[config.mk]
export PLATFORM = sky130hd
export DESIGN_NAME = uart_tx_core
export DESIGN_NICKNAME = d
export VERILOG_FILES = /design/src/rtl/uart_tx_core.sv
export SDC_FILE = /design/constraint.sdc
export NUM_CORES = 1
export LEC_CHECK = 0
export ABC_AREA = 1
export CAP_MARGIN = 40
export CORE_ASPECT_RATIO = 0.9
export CORE_MARGIN = 3
export CORE_UTILIZATION = 55
export CTS_CLUSTER_DIAMETER = 50
export DETAILED_ROUTE_END_ITERATION = 6
export GPL_TIMING_DRIVEN = 0
export PLACE_DENSITY = 0.77
export REMOVE_ABC_BUFFERS = 1
export SETUP_SLACK_MARGIN = 0.5
export SLEW_MARGIN = 0
export SYNTH_ARGS = -nofsm -noshare
export SYNTH_HDL_FRONTEND = slang
export SYNTH_SLANG_ARGS = --single-unit
[constraint.sdc]
create_clock -name TX_CLK -period 2.2 [get_ports TX_CLK]
set_clock_uncertainty 0.15 [all_clocks]
set_input_delay 0.44 -clock TX_CLK [delete_from_list [all_inputs] [get_ports TX_CLK]]
set_output_delay 0.44 -clock TX_CLK [all_outputs]
set_load 0.01 [all_outputs]
[src/rtl/uart_tx_core.sv]
// rtl/uart_tx_core.sv - UART transmitter core: start, LSB-first data, parity, stop
`ifndef DATA_WIDTH
`define DATA_WIDTH 8
`endif

module uart_tx_core #(
    parameter int DATA_WIDTH   = `DATA_WIDTH,
    parameter int CLKS_PER_BIT = 16,
    parameter int PARITY_ODD   = 0
) (
    input  logic                  TX_CLK,
    input  logic                  TX_RST,
    input  logic [DATA_WIDTH-1:0] TX_DATA,
    input  logic                  TX_VALID,
    output logic                  TX_READY,
    output logic                  TX_OUT,
    output logic                  TX_BUSY
);

    localparam int   CNT_W   = $clog2(CLKS_PER_BIT);
    localparam int   IDX_W   = (DATA_WIDTH > 1) ? $clog2(DATA_WIDTH) : 1;
    localparam logic PAR_INV = (PARITY_ODD != 0);

    typedef enum logic [2:0] {
        IDLE   = 3'd0,
        START  = 3'd1,
        DATA   = 3'd2,
        PARITY = 3'd3,
        STOP   = 3'd4
    } state_t;

    state_t                  state_q, state_d;
    logic [CNT_W-1:0]        cnt_q, cnt_d;
    logic [IDX_W-1:0]        idx_q, idx_d;
    logic [DATA_WIDTH-1:0]   shift_q, shift_d;
    logic                    par_q, par_d;
    logic                    tx_out_q, tx_out_d;

    logic                    bit_end;
    logic                    ready;
    logic                    accept;

    assign bit_end  = (cnt_q == CNT_W'(CLKS_PER_BIT - 1));
    assign ready    = (state_q == IDLE) || ((state_q == STOP) && bit_end);
    assign accept   = TX_VALID && ready;

    assign TX_READY = ready;
    assign TX_OUT   = tx_out_q;
    assign TX_BUSY  = (state_q != IDLE);

    // State, counters and the registered serial line; reset aborts any frame at once
    always_ff @(posedge TX_CLK or posedge TX_RST) begin
        if (TX_RST) begin
            state_q  <= IDLE;
            cnt_q    <= '0;
            idx_q    <= '0;
            shift_q  <= '0;
            par_q    <= 1'b0;
            tx_out_q <= 1'b1;
        end else begin
            state_q  <= state_d;
            cnt_q    <= cnt_d;
            idx_q    <= idx_d;
            shift_q  <= shift_d;
            par_q    <= par_d;
            tx_out_q <= tx_out_d;
        end
    end

    // Next state; tx_out_d is the line level for the bit the next cycle belongs to
    always_comb begin
        state_d  = state_q;
        cnt_d    = cnt_q;
        idx_d    = idx_q;
        shift_d  = shift_q;
        par_d    = par_q;
        tx_out_d = tx_out_q;

        case (state_q)
            IDLE: begin
                cnt_d    = '0;
                tx_out_d = 1'b1;
                if (accept) begin
                    state_d  = START;
                    idx_d    = '0;
                    shift_d  = TX_DATA;
                    par_d    = (^TX_DATA) ^ PAR_INV;
                    tx_out_d = 1'b0;
                end
            end
            START: begin
                if (bit_end) begin
                    cnt_d    = '0;
                    state_d  = DATA;
                    tx_out_d = shift_q[0];
                end else begin
                    cnt_d = cnt_q + 1'b1;
                end
            end
            DATA: begin
                if (bit_end) begin
                    cnt_d   = '0;
                    shift_d = shift_q >> 1;
                    if (idx_q == IDX_W'(DATA_WIDTH - 1)) begin
                        state_d  = PARITY;
                        tx_out_d = par_q;
                    end else begin
                        idx_d    = idx_q + 1'b1;
                        tx_out_d = shift_d[0];
                    end
                end else begin
                    cnt_d = cnt_q + 1'b1;
                end
            end
            PARITY: begin
                if (bit_end) begin
                    cnt_d    = '0;
                    state_d  = STOP;
                    tx_out_d = 1'b1;
                end else begin
                    cnt_d = cnt_q + 1'b1;
                end
            end
            STOP: begin
                if (bit_end) begin
                    cnt_d = '0;
                    if (accept) begin
                        // Back-to-back frame: start bit follows the stop bit directly
                        state_d  = START;
                        idx_d    = '0;
                        shift_d  = TX_DATA;
                        par_d    = (^TX_DATA) ^ PAR_INV;
                        tx_out_d = 1'b0;
                    end else begin
                        state_d  = IDLE;
                        tx_out_d = 1'b1;
                    end
                end else begin
                    cnt_d = cnt_q + 1'b1;
                end
            end
            default: begin
                state_d  = IDLE;
                cnt_d    = '0;
                tx_out_d = 1'b1;
            end
        endcase
    end

endmodule

==> impl_results.md, run 1 <==
* GP Congestion at approximately 0.8
* Worst hold endpoint: shift_q[7]
* Largest net degree at the start of global routing at 21
* Root buffer cell: clkbuf_4
* Crit-path cells: nor2_4, nand2_2, o21ai_2, buf_2
* Outcome: finished, final reports clean
* Max-slew violations at 0
* Max_cap viols at 0
* Setup Viol. Count Final at 0
* Ratio of cells with drive above 1 in the final layout at 0.322
* Ranking of synthesized cells by area: dfrtp_1 38%, nand2_1 18%, o21ai_0 6.0%
* Final Power at 2780 uW
* Peak VDD IR at 1.15 mV
* Clock sink count at 20
* Ys flop type: dfrtp_1
* Drt pass-1 iters at 5
* Synthesis warning total at 0
* R2r setup slk at ~0.38 ns
* Slew HR at 0.481
* N_diodes at 0
* Cell Area, Synth at 0.00124 mm2
* DR iter-0 viols at 131
* Clock latency on the worst-skew pair at 0.31 ns
* Fillers at 96
* Die height at slightly above 50 um
* Initial antenna violation count at 0
* Tmin final at 1.89 ns
* Core area at just over 0.002 mm2
* Pleak at 0.000854 uW
* I/O pin cnt at 14
* Fin nets at 214
* Mean post-synth cell area at 7.77 um2
* Clk slew on worst S/H paths at around 0.12 ns
* Drt drc at 0
* CP Capture Type: output port
* First-pass GRT wire length at slightly below 5000 um
* Yosys top cell area share at 0.382
* Hold WC Path Type: reg2reg
* Core Rows at 15
* Area grow syn2layout at 42.5%
* DIE WIDTH at 56.1 um
* Post-DRT Antenna Nets at 0
* Post-synth cell types at 28
* Hold_sp: shift_q[7]
* Worst Path Required at 1.61 ns
* Number of global-route vias before repair at 1125
* Vias at 1384
* Worst-margin pin slew at 0.777 ns
* Hold path depth at 2
* Post-synth EDFFs at 0
* Seq/Total Area, Yosys at 0.403
* Hold buffers post-CTS at 0
* Worst r2r path cells at 12
* Overflow left after global routing at 0
* Post-layout instance area at 0.00177 mm2
* PwrDens at between 1500 and 2000 mW/mm2
* GR Util All Layers at 0.217
* Worst R2R End: TX_OUT
* Share of flip-flops with an asynchronous set or reset at 1.00
* RR Startpoint: state_q[1]
* Fmax at 528 MHz
* Placed Area at 0.00138 mm2
* Detail Placement HPWL at roughly 1800 um
* Crit start category: register
* Cells after synthesis at 160
* Slowest stage delay, CP at 0.45 ns
* TritonCTS clock tree: done
* CP arrival at approximately 1.3 ns
* Register bit total from synthesis at 20
* Setup Total Neg Slack at 0 ns
* Crit-path slowest cell: dfrtp_2
* Avg WL per Cell at ~19 um
* Longest Clk Path Bufs at 2
* Initial core utilization at 0.614
* Total routed wirelength at about 4200 um
* RSZ-0062 raised after global routing: true
* Leading area contributor after synthesis: dfrtp_1
* Period utilization at 0.860
* CTS buffer count at 3
* Crit Path Max Fanout at 3
* Final Hold Viols at 0
* H-tree depth at 1
* Avg Vias per Cell at 6.18
* WS Path Type: reg2out
* Port bufs at 13
* Die area at 0.00287 mm2
## worst max path at each step
stage / from / cells past startpoint / to / slack (ns)
6_report: state_q[0] / 4 / TX_READY / 0.31
2_1_floorplan: state_q[0] / 3 / TX_READY / 0.56
4_1_cts: cnt_q[1] / 4 / TX_READY / 0.37
5_1_grt: state_q[0] / 4 / TX_READY / 0.26
3_5_place_dp: state_q[0] / 4 / TX_READY / 0.03
3_3_place_gp: state_q[0] / 4 / TX_READY / 0.04
## routing by layer
layer	vias up	wire length [um]	track usage
li1	599	-	-
met1	666	1710	0.270
met2	95	1990	0.370
met3	24	314	0.0556
met4	0	149	0.0711
met5	-	0	0
## cells by family (layout without fill, tap and decap cells)
group,count (synthesis),count (layout),synth area share
buffers and inverters,13,50,0.0523
XOR/XNOR,9,9,0.0634
AND/OR/NAND/NOR,93,95,0.353
flip-flops,20,20,0.403
AO/OA/AOI/OAI,22,22,0.0976
adder cells (fa/ha/maj),3,3,0.0302
## stage by stage
| stage | cells | utilization | hold WS [ns] | setup slack, ns |
|---|---|---|---|---|
| after floorplan | 157 | - | 0.253 | 0.555 |
| after global placement | 195 | 0.680 | 0.306 | 0.0382 |
| after detailed placement | 195 | 0.680 | 0.316 | 0.0349 |
| after CTS | 211 | 0.769 | 0.335 | 0.371 |
| after global routing | 224 | 0.874 | 0.363 | 0.256 |
| final | 224 | 0.874 | 0.345 | 0.307 |
## sequential cells by signal, summed over array words and instances (netlist names)
signal,count
TX_OUT,1
idx_q,3
par_q,1
shift_q,8
state_q,3
cnt_q,4
## synth_stat cells (2+ instances only)
master	number
or2_1	7
buf_6	2
nand2_2	3
nand2_1	61
xnor2_1	4
dfrtp_1	19
nand4_1	4
ha_1	3
nor2_1	5
o21ai_2	2
a21oi_1	2
o21ai_0	15
nand3_1	4
inv_1	9
nand3_2	3
xor2_1	5
## report_power, final
| part | switching [uW] | total, uW | internal, uW |
|---|---|---|---|
| Clock | 127 | 312 | 184 |
| Combinational | 1070 | 1820 | 743 |
| Sequential | 115 | 648 | 534 |
| Total | 1320 | 2780 | 1460 |
## worst max-delay path: cells and delay by family (launching register included)
kind | cells | cell delay, ns
flip-flops | 1 | 0.45
AO/OA/AOI/OAI | 1 | 0.13
buffers and inverters | 1 | 0.15
AND/OR/NAND/NOR | 2 | 0.26
## what timing repair did
item,in CTS,in global routing
cloned,1,1
resized for setup,24,33
buffers inserted,11,12
endpoints found under the setup margin,14,19
pin swaps,7,7
## layout make-up
class	count	area, um2	share of cell area
clock buffer	3	22.5	0.0127
clock inverter	1	30.0	0.0169
inverter	10	46.3	0.0261
multi-input combinational	129	820	0.463
sequential	20	504	0.285
tap	25	31.3	0.0177
timing repair buffer	36	318	0.179
## cells in the final DEF, fill, tap and decap left out, drive strengths merged
master,Yosys,layout
inv,10,9
ha,3,3
xor2,5,5
a21oi,2,2
o21bai,1,1
nand3b,1,1
clkinvlp,0,1
xnor2,4,4
bufinv,0,1
nand4,4,4
nor3,1,1
nand2,64,66
dfrtp,19,19
clkbuf,0,4
nor2,7,7
buf,3,25
a31oi,1,1
o21ai,18,18
clkdlybuf4s50,0,10
or2,9,9
nand3,7,7
dfstp,1,1
Power figures use the tool's default switching activity.
==> inputs of run 2 (changes only) <==
--- a/config.mk
+++ b/config.mk
@@ -7,15 +7,16 @@
 export LEC_CHECK = 0
 export ABC_AREA = 1
 export CAP_MARGIN = 40
+export CELL_PAD_IN_SITES_DETAIL_PLACEMENT = 1
+export CELL_PAD_IN_SITES_GLOBAL_PLACEMENT = 2
 export CORE_ASPECT_RATIO = 0.9
 export CORE_MARGIN = 3
-export CORE_UTILIZATION = 55
+export CORE_UTILIZATION = 32
 export CTS_CLUSTER_DIAMETER = 50
 export DETAILED_ROUTE_END_ITERATION = 6
 export GPL_TIMING_DRIVEN = 0
 export PLACE_DENSITY = 0.77
 export REMOVE_ABC_BUFFERS = 1
-export SETUP_SLACK_MARGIN = 0.5
 export SLEW_MARGIN = 0
 export SYNTH_ARGS = -nofsm -noshare
 export SYNTH_HDL_FRONTEND = slang
==> run 2 against run 1 <==
Net effect:
- critical path depth fell by 1
- via count fell by 24%
- sequential share of layout area rose by 6.3 points
- core utilization fell by 47 points
- critical endpoint is now TX_BUSY
- sequential cell count did not move
- total power fell by 31%
==> impl_results.md, run 2 (same netlist as run 1, synthesis figures left out) <==
* Post-CTS Setup Bufs at 0 (-11)
* Root buffer cell: clkbuf_8
* Initial antenna violation count at 0 (unchanged)
* Port bufs at 13 (unchanged)
* CP arrival at 1.53 ns (+0.23 ns)
* H-tree depth at 1 (unchanged)
* Drt pass-1 iters at 4 (-1)
* Worst hold endpoint: shift_q[7]
* CP Capture Type: output port
* Drt drc at 0 (unchanged)
* Ratio of cells with drive above 1 in the final layout at 0.109 (-0.212)
* Worst Path Required at 1.61 ns (about the same)
* Max-slew violations at 0 (unchanged)
* CTS buffer count at 3 (unchanged)
* Hold buffers post-CTS at 0 (unchanged)
* DIE WIDTH at 71.7 um (+28%)
* Hold WC Path Type: reg2reg
* Most frequent cells in the layout: 61 x nand2_1, 17 x dfrtp_1, 15 x o21ai_0, 12 x clkdlybuf4s50_1, 9 x inv_1
* Busiest layer in global routing: met2
* Clk pwr share at 0.129 (+0.017)
* Switching Fraction at 0.461 (-0.0131)
* Total routed wirelength at 2860 um (-31%)
* R2r setup slk at 0.36 ns (-0.02 ns)
* Clk slew on worst S/H paths at 0.07 ns (-0.05 ns)
* Die area at 0.00467 mm2 (+63%)
* GP Congestion at 0.787 (-2.6%)
* Area grow syn2layout at 16.8%
* Worst r2r path cells at 8 (-4)
* Setup Viol. Count Final at 0 (unchanged)
* Avg WL per Cell at 13.1 um (-30%)
* Clock latency on the worst-skew pair at 0.26 ns (-0.05 ns)
* Slew HR at 0.468 (-0.0137)
* Final Power at 1920 uW (-31%)
* Core area at 0.00355 mm2 (+75%)
* Tmin final at 2.12 ns (+0.225 ns)
* Crit start category: register
* Commonest non-fill, non-tap cell in the layout: nand2_1
* Outcome: finished, final reports clean
* Internal power at 1030 uW (-29%)
* TritonCTS clock tree: done
* First-pass GRT wire length at 5050 um (+4.0%)
* Detail Placement HPWL at 2150 um (+20%)
* Max_cap viols at 0 (unchanged)
* Hold path depth at 2 (unchanged)
* PwrDens at 1320 mW/mm2 (-16%)
* Max reg flops at 8 (unchanged)
* WS Path Type: reg2out
* Die height at 65.1 um (+27%)
* Vias at 1050 (-24%)
* Worst-margin pin slew at 0.798 ns (+0.0205 ns)
* Core Util, Final at 0.409 (-0.465)
* Initial core utilization at 0.350 (-0.264)
* Met2 Use GR at 0.222 (-0.147)
* GR met1 Demand/Resource at 0.183 (-0.0874)
* Core Rows at 20 (+5)
* RSZ-0062 raised after global routing: false
* Fmax at 472 MHz (-11%)
* RR Startpoint: cnt_q[0]
* Fin nets at 189 (-12%)
* Pleak at 0.000707 uW (-17%)
* Largest net degree at the start of global routing at 21 (unchanged)
* Worst R2R End: shift_q[6]
* Fin worst setup slack at 0.0822 ns (-0.225 ns)
* Largest reg by FF count: shift_q
* Avg Vias per Cell at 4.82 (-22%)
* Hold Slack at 0.329 ns (-0.0161 ns)
* Net Switching at 884 uW (-33%)
* Final Hold Viols at 0 (unchanged)
* N_diodes at 0 (unchanged)
* Sequential power share at 0.352 (+0.119)
* Overflow left after global routing at 0 (unchanged)
* Post-DRT Antenna Nets at 0 (unchanged)
* Clock sink count at 20 (unchanged)
* Period utilization at 0.963 (+0.102)
* Crit Path Max Fanout at 6 (+3)
* I/O pin cnt at 14 (unchanged)
* Longest Clk Path Bufs at 2 (unchanged)
* Number of global-route vias before repair at 1059 (-5.9%)
* GR Util All Layers at 0.138 (-0.0790)
* Combinational power share at 0.519 (-0.135)
* Setup WS pre-CTS at 0.0168 ns (-0.0180 ns)
* Hold_sp: shift_q[7]
* M3 GR Usage at 0.0428 (-0.0127)
* Peak VDD IR at 0.457 mV (-60%)
* Post-layout instance area at 0.00145 mm2 (-18%)
* Placed Area at 0.00140 mm2 (+1.7%)
* DR iter-0 viols at 55 (-58%)
* Top Registers: shift_q x8, cnt_q x4
## run 2: changes by cell type in the layout (fill, tap and decap cells not counted), sizes merged
cell           delta
inv               +1
clkdlybuf4s50     +2
dlygate4sd2       +1
buf              -25
bufinv            -1
clkinvlp          -1
nand2             -2
## run 2: timing repair
item                                    in CTS  in global routing
endpoints found under the setup margin       2                  0
endpoints found under the hold margin        0                  0
gates resized for setup                      4                  0
## run 2: worst max-delay path by stage
stage	slack [ns]	from	to
final	0.08	state_q[2]	TX_BUSY
after global routing	0.002	state_q[2]	TX_BUSY
after CTS	0.07	state_q[2]	TX_BUSY
after detailed placement	0.02	state_q[0]	TX_READY
after global placement	-0.007	state_q[0]	TX_READY
after floorplan	0.56	state_q[0]	TX_READY
## run 2: critical path, stage by stage (launching register included)
cell and delay, ns:
dfrtp_2 0.47, inv_1 0.13, nand2_1 0.12, clkdlybuf4s50_1 0.54
## run 2: through the flow
stage	std cells	TNS, ns
2_1_floorplan	157	0
5_1_grt	218	0
4_1_cts	218	0
6_report	218	0
3_5_place_dp	214	0
3_3_place_gp	214	-0.00721
## run 2: final cells by class
class	count	area (um2)
multi-input combinational	127	682
sequential	20	504
fill	464	2100
timing repair buffer	13	129
inverter	10	37.5
tap	44	55.1
clock buffer	4	45.0
## run 2: power by group through the flow
| stage | logic [uW] | registers [uW] | clock network [uW] |
|---|---|---|---|
| finish | 996 | 675 | 248 |
| global route | 1160 | 702 | 288 |
| CTS | 1020 | 676 | 265 |
| detailed placement | 1010 | 673 | 0 |
| global placement | 969 | 664 | 0 |
| floorplan | 717 | 643 | 0 |
## run 2: layer usage
metal / part of all wire / vias up
met4: 0.0081 / 0
met2: 0.47 / 5
met1: 0.50 / 495
li1: - / 545
met3: 0.023 / 5
met5: 0 / -
==> inputs of run 3 (changes only) <==
--- a/config.mk
+++ b/config.mk
@@ -9,12 +9,12 @@
 export CAP_MARGIN = 40
 export CELL_PAD_IN_SITES_DETAIL_PLACEMENT = 1
 export CELL_PAD_IN_SITES_GLOBAL_PLACEMENT = 2
-export CORE_ASPECT_RATIO = 0.9
 export CORE_MARGIN = 3
 export CORE_UTILIZATION = 32
 export CTS_CLUSTER_DIAMETER = 50
 export DETAILED_ROUTE_END_ITERATION = 6
 export GPL_TIMING_DRIVEN = 0
+export MAX_ROUTING_LAYER = met4
 export PLACE_DENSITY = 0.77
 export REMOVE_ABC_BUFFERS = 1
 export SLEW_MARGIN = 0
==> run 3 against run 2 <==
Net effect:
- wire length fell by 0.63%
- global-route usage rose by 0.96 points
- setup slack improved by 0.022 ns
- non-clock buffer count rose by 1
- cell count rose by 2.3%
- total power rose by 1.6%
- sequential cell count did not move
- critical path depth did not move
- die area barely moved
- core utilization fell by 1.1 points
- critical endpoint unchanged
==> impl_results.md, run 3 (same netlist as run 1, synthesis figures left out) <==
* Die height at 68.3 um (+4.9%)
* Overflow left after global routing at 0 (unchanged)
* Crit path from: state_q[2]
* Avg WL per Cell at 12.7 um (-2.9%)
* Clock sink count at 20 (unchanged)
* Hold buffers post-CTS at 0 (unchanged)
* Setup Viol. Count Final at 0 (unchanged)
* Slew HR at 0.471 (+0.00316)
* Peak VDD IR at 0.454 mV (-0.57%)
* Slowest stage delay, CP at 0.55 ns (about the same)
* Commonest non-fill, non-tap cell in the layout: nand2_1
* Drt pass-1 iters at 4 (unchanged)
* First-pass GRT wire length at 5060 um (+0.28%)
* Core Rows at 22 (+10%)
* Hold_sp: TX_OUT
* Fmax at 477 MHz (+1.1%)
* Longest Clk Path Bufs at 2 (unchanged)
* Worst-margin pin slew at 0.793 ns (-0.00473 ns)
* Port bufs at 13 (unchanged)
* RSZ-0062 raised after global routing: false
* CP Capture Type: output port
* Crit-path cells: inv_1, nand2_1, clkdlybuf4s50_1
* Max_cap viols at 0 (unchanged)
* PwrDens at 1320 mW/mm2 (about the same)
* Ratio of cells with drive above 1 in the final layout at 0.126 (+0.0165)
* DR iter-0 viols at 43 (-22%)
* GP Congestion at 0.766 (-2.6%)
* I/O pin cnt at 14 (unchanged)
* CP arrival at 1.51 ns (-0.02 ns)
* DIE WIDTH at 68.3 um (-4.7%)
* Vias at 1055 (+0.48%)
* Core area at 0.00372 mm2 (+4.6%)
* GR Util All Layers at 0.148 (+0.00963)
* Clock latency on the worst-skew pair at 0.26 ns (about the same)
* Largest net degree at the start of global routing at 21 (unchanged)
* Post-DRT Antenna Nets at 0 (unchanged)
* Setup WS pre-CTS at -0.0408 ns (-0.0576 ns)
* Most frequent cells in the layout: 61 x nand2_1, 17 x dfrtp_1, 14 x o21ai_0, 12 x clkdlybuf4s50_1, 9 x inv_1
* Number of global-route vias before repair at 1119 (+5.7%)
* Post-layout instance area at 0.00148 mm2 (+1.7%)
* Avg Vias per Cell at 4.73 (-1.8%)
* Crit-path slowest cell: clkdlybuf4s50_1
* Max reg flops at 8 (unchanged)
* Initial antenna violation count at 0 (unchanged)
* Detail Placement HPWL at 2240 um (+4.5%)
* H-tree depth at 1 (unchanged)
* RR Startpoint: state_q[0]
* Top delay family on crit path: buffers and inverters
* Fin nets at 190 (+0.53%)
* Final Hold Viols at 0 (unchanged)
* Initial core utilization at 0.335 (-0.0153)
* Drt drc at 0 (unchanged)
* Crit start category: register
* N_diodes at 0 (unchanged)
* TritonCTS clock tree: done
* Crit path buf inv count at 2 (unchanged)
* Root buffer cell: clkbuf_8
* Hold WC Path Type: reg2reg
* Fin worst setup slack at 0.105 ns (+0.0224 ns)
* Period utilization at 0.952 (-0.0102)
* Area grow syn2layout at 18.8%
* Pleak at 0.000716 uW (+1.2%)
* Top Registers: shift_q x8, cnt_q x4
* Tmin final at 2.10 ns (-0.0224 ns)
* Crit Path Max Fanout at 6 (unchanged)
* Max-slew violations at 0 (unchanged)
* Largest reg by FF count: shift_q
* Total routed wirelength at 2840 um (-0.63%)
* CTS buffer count at 3 (unchanged)
* Setup Total Neg Slack at 0 ns (unchanged)
* Outcome: finished, final reports clean
* WS Path Type: reg2out
* Clk slew on worst S/H paths at 0.07 ns (about the same)
* Die area at 0.00467 mm2 (about the same)
* Worst Path Required at 1.61 ns (about the same)
* Placed Area at 0.00141 mm2 (+0.36%)
==> run 3: worst paths after layout <==
| path | end | slack, ns | cells past startpoint |
|---|---|---|---|
| max | TX_BUSY | 0.10 | 3 |
| max in group asynchronous | state_q[2] | 0.88 | 2 |
| min reg2reg | TX_OUT | 0.32 | 2 |
| max reg2reg | state_q[1] | 0.42 | 8 |
| min in group asynchronous | shift_q[7] | 0.48 | 2 |
| min | TX_OUT | 0.32 | 2 |
==> run 3: worst min-delay path, cell delays in order, from the launching register on <==
cell     delay (ns)
dfstp_2        0.37
nand2_1        0.05
nand2_1        0.04
==> run 3: timing repair <==
action | CTS | global route
setup endpoints to repair | 2 | 0
hold endpoints to repair | 0 | 0
setup buffers | 1 | 0
gates resized for setup | 6 | 0
==> run 3: routing by layer <==
layer | global-route usage | vias up | wire [um]
li1 | - | 542 | -
met2 | 0.250 | 9 | 1420
met3 | 0.0345 | 2 | 61
met5 | - | - | 0
met4 | 0.0298 | 0 | 17
met1 | 0.180 | 502 | 1340
==> run 3: cell type report <==
type / count / area, um2
Clock buffer: 4 / 55.1
Fill cell: 482 / 2240
Inverter: 10 / 37.5
Timing Repair Buffer: 14 / 136
Tap cell: 48 / 60.1
Multi-Input combinational cell: 127 / 684
Sequential cell: 20 / 504
==> run 3: stage by stage <==
stage	std cells	total power, uW	hold slack (ns)	util
after global routing	223	2180	0.330	0.398
after global placement	218	1630	0.307	0.378
after detailed placement	218	1670	0.307	0.378
final	223	1950	0.318	0.398
after CTS	223	1990	0.321	0.398
after floorplan	157	1360	0.253	-
==> run 3: power by group <==
part	internal (uW)	total [uW]	switching, uW
Combinational	385	1020	630
Clock	159	282	122
Sequential	535	654	118
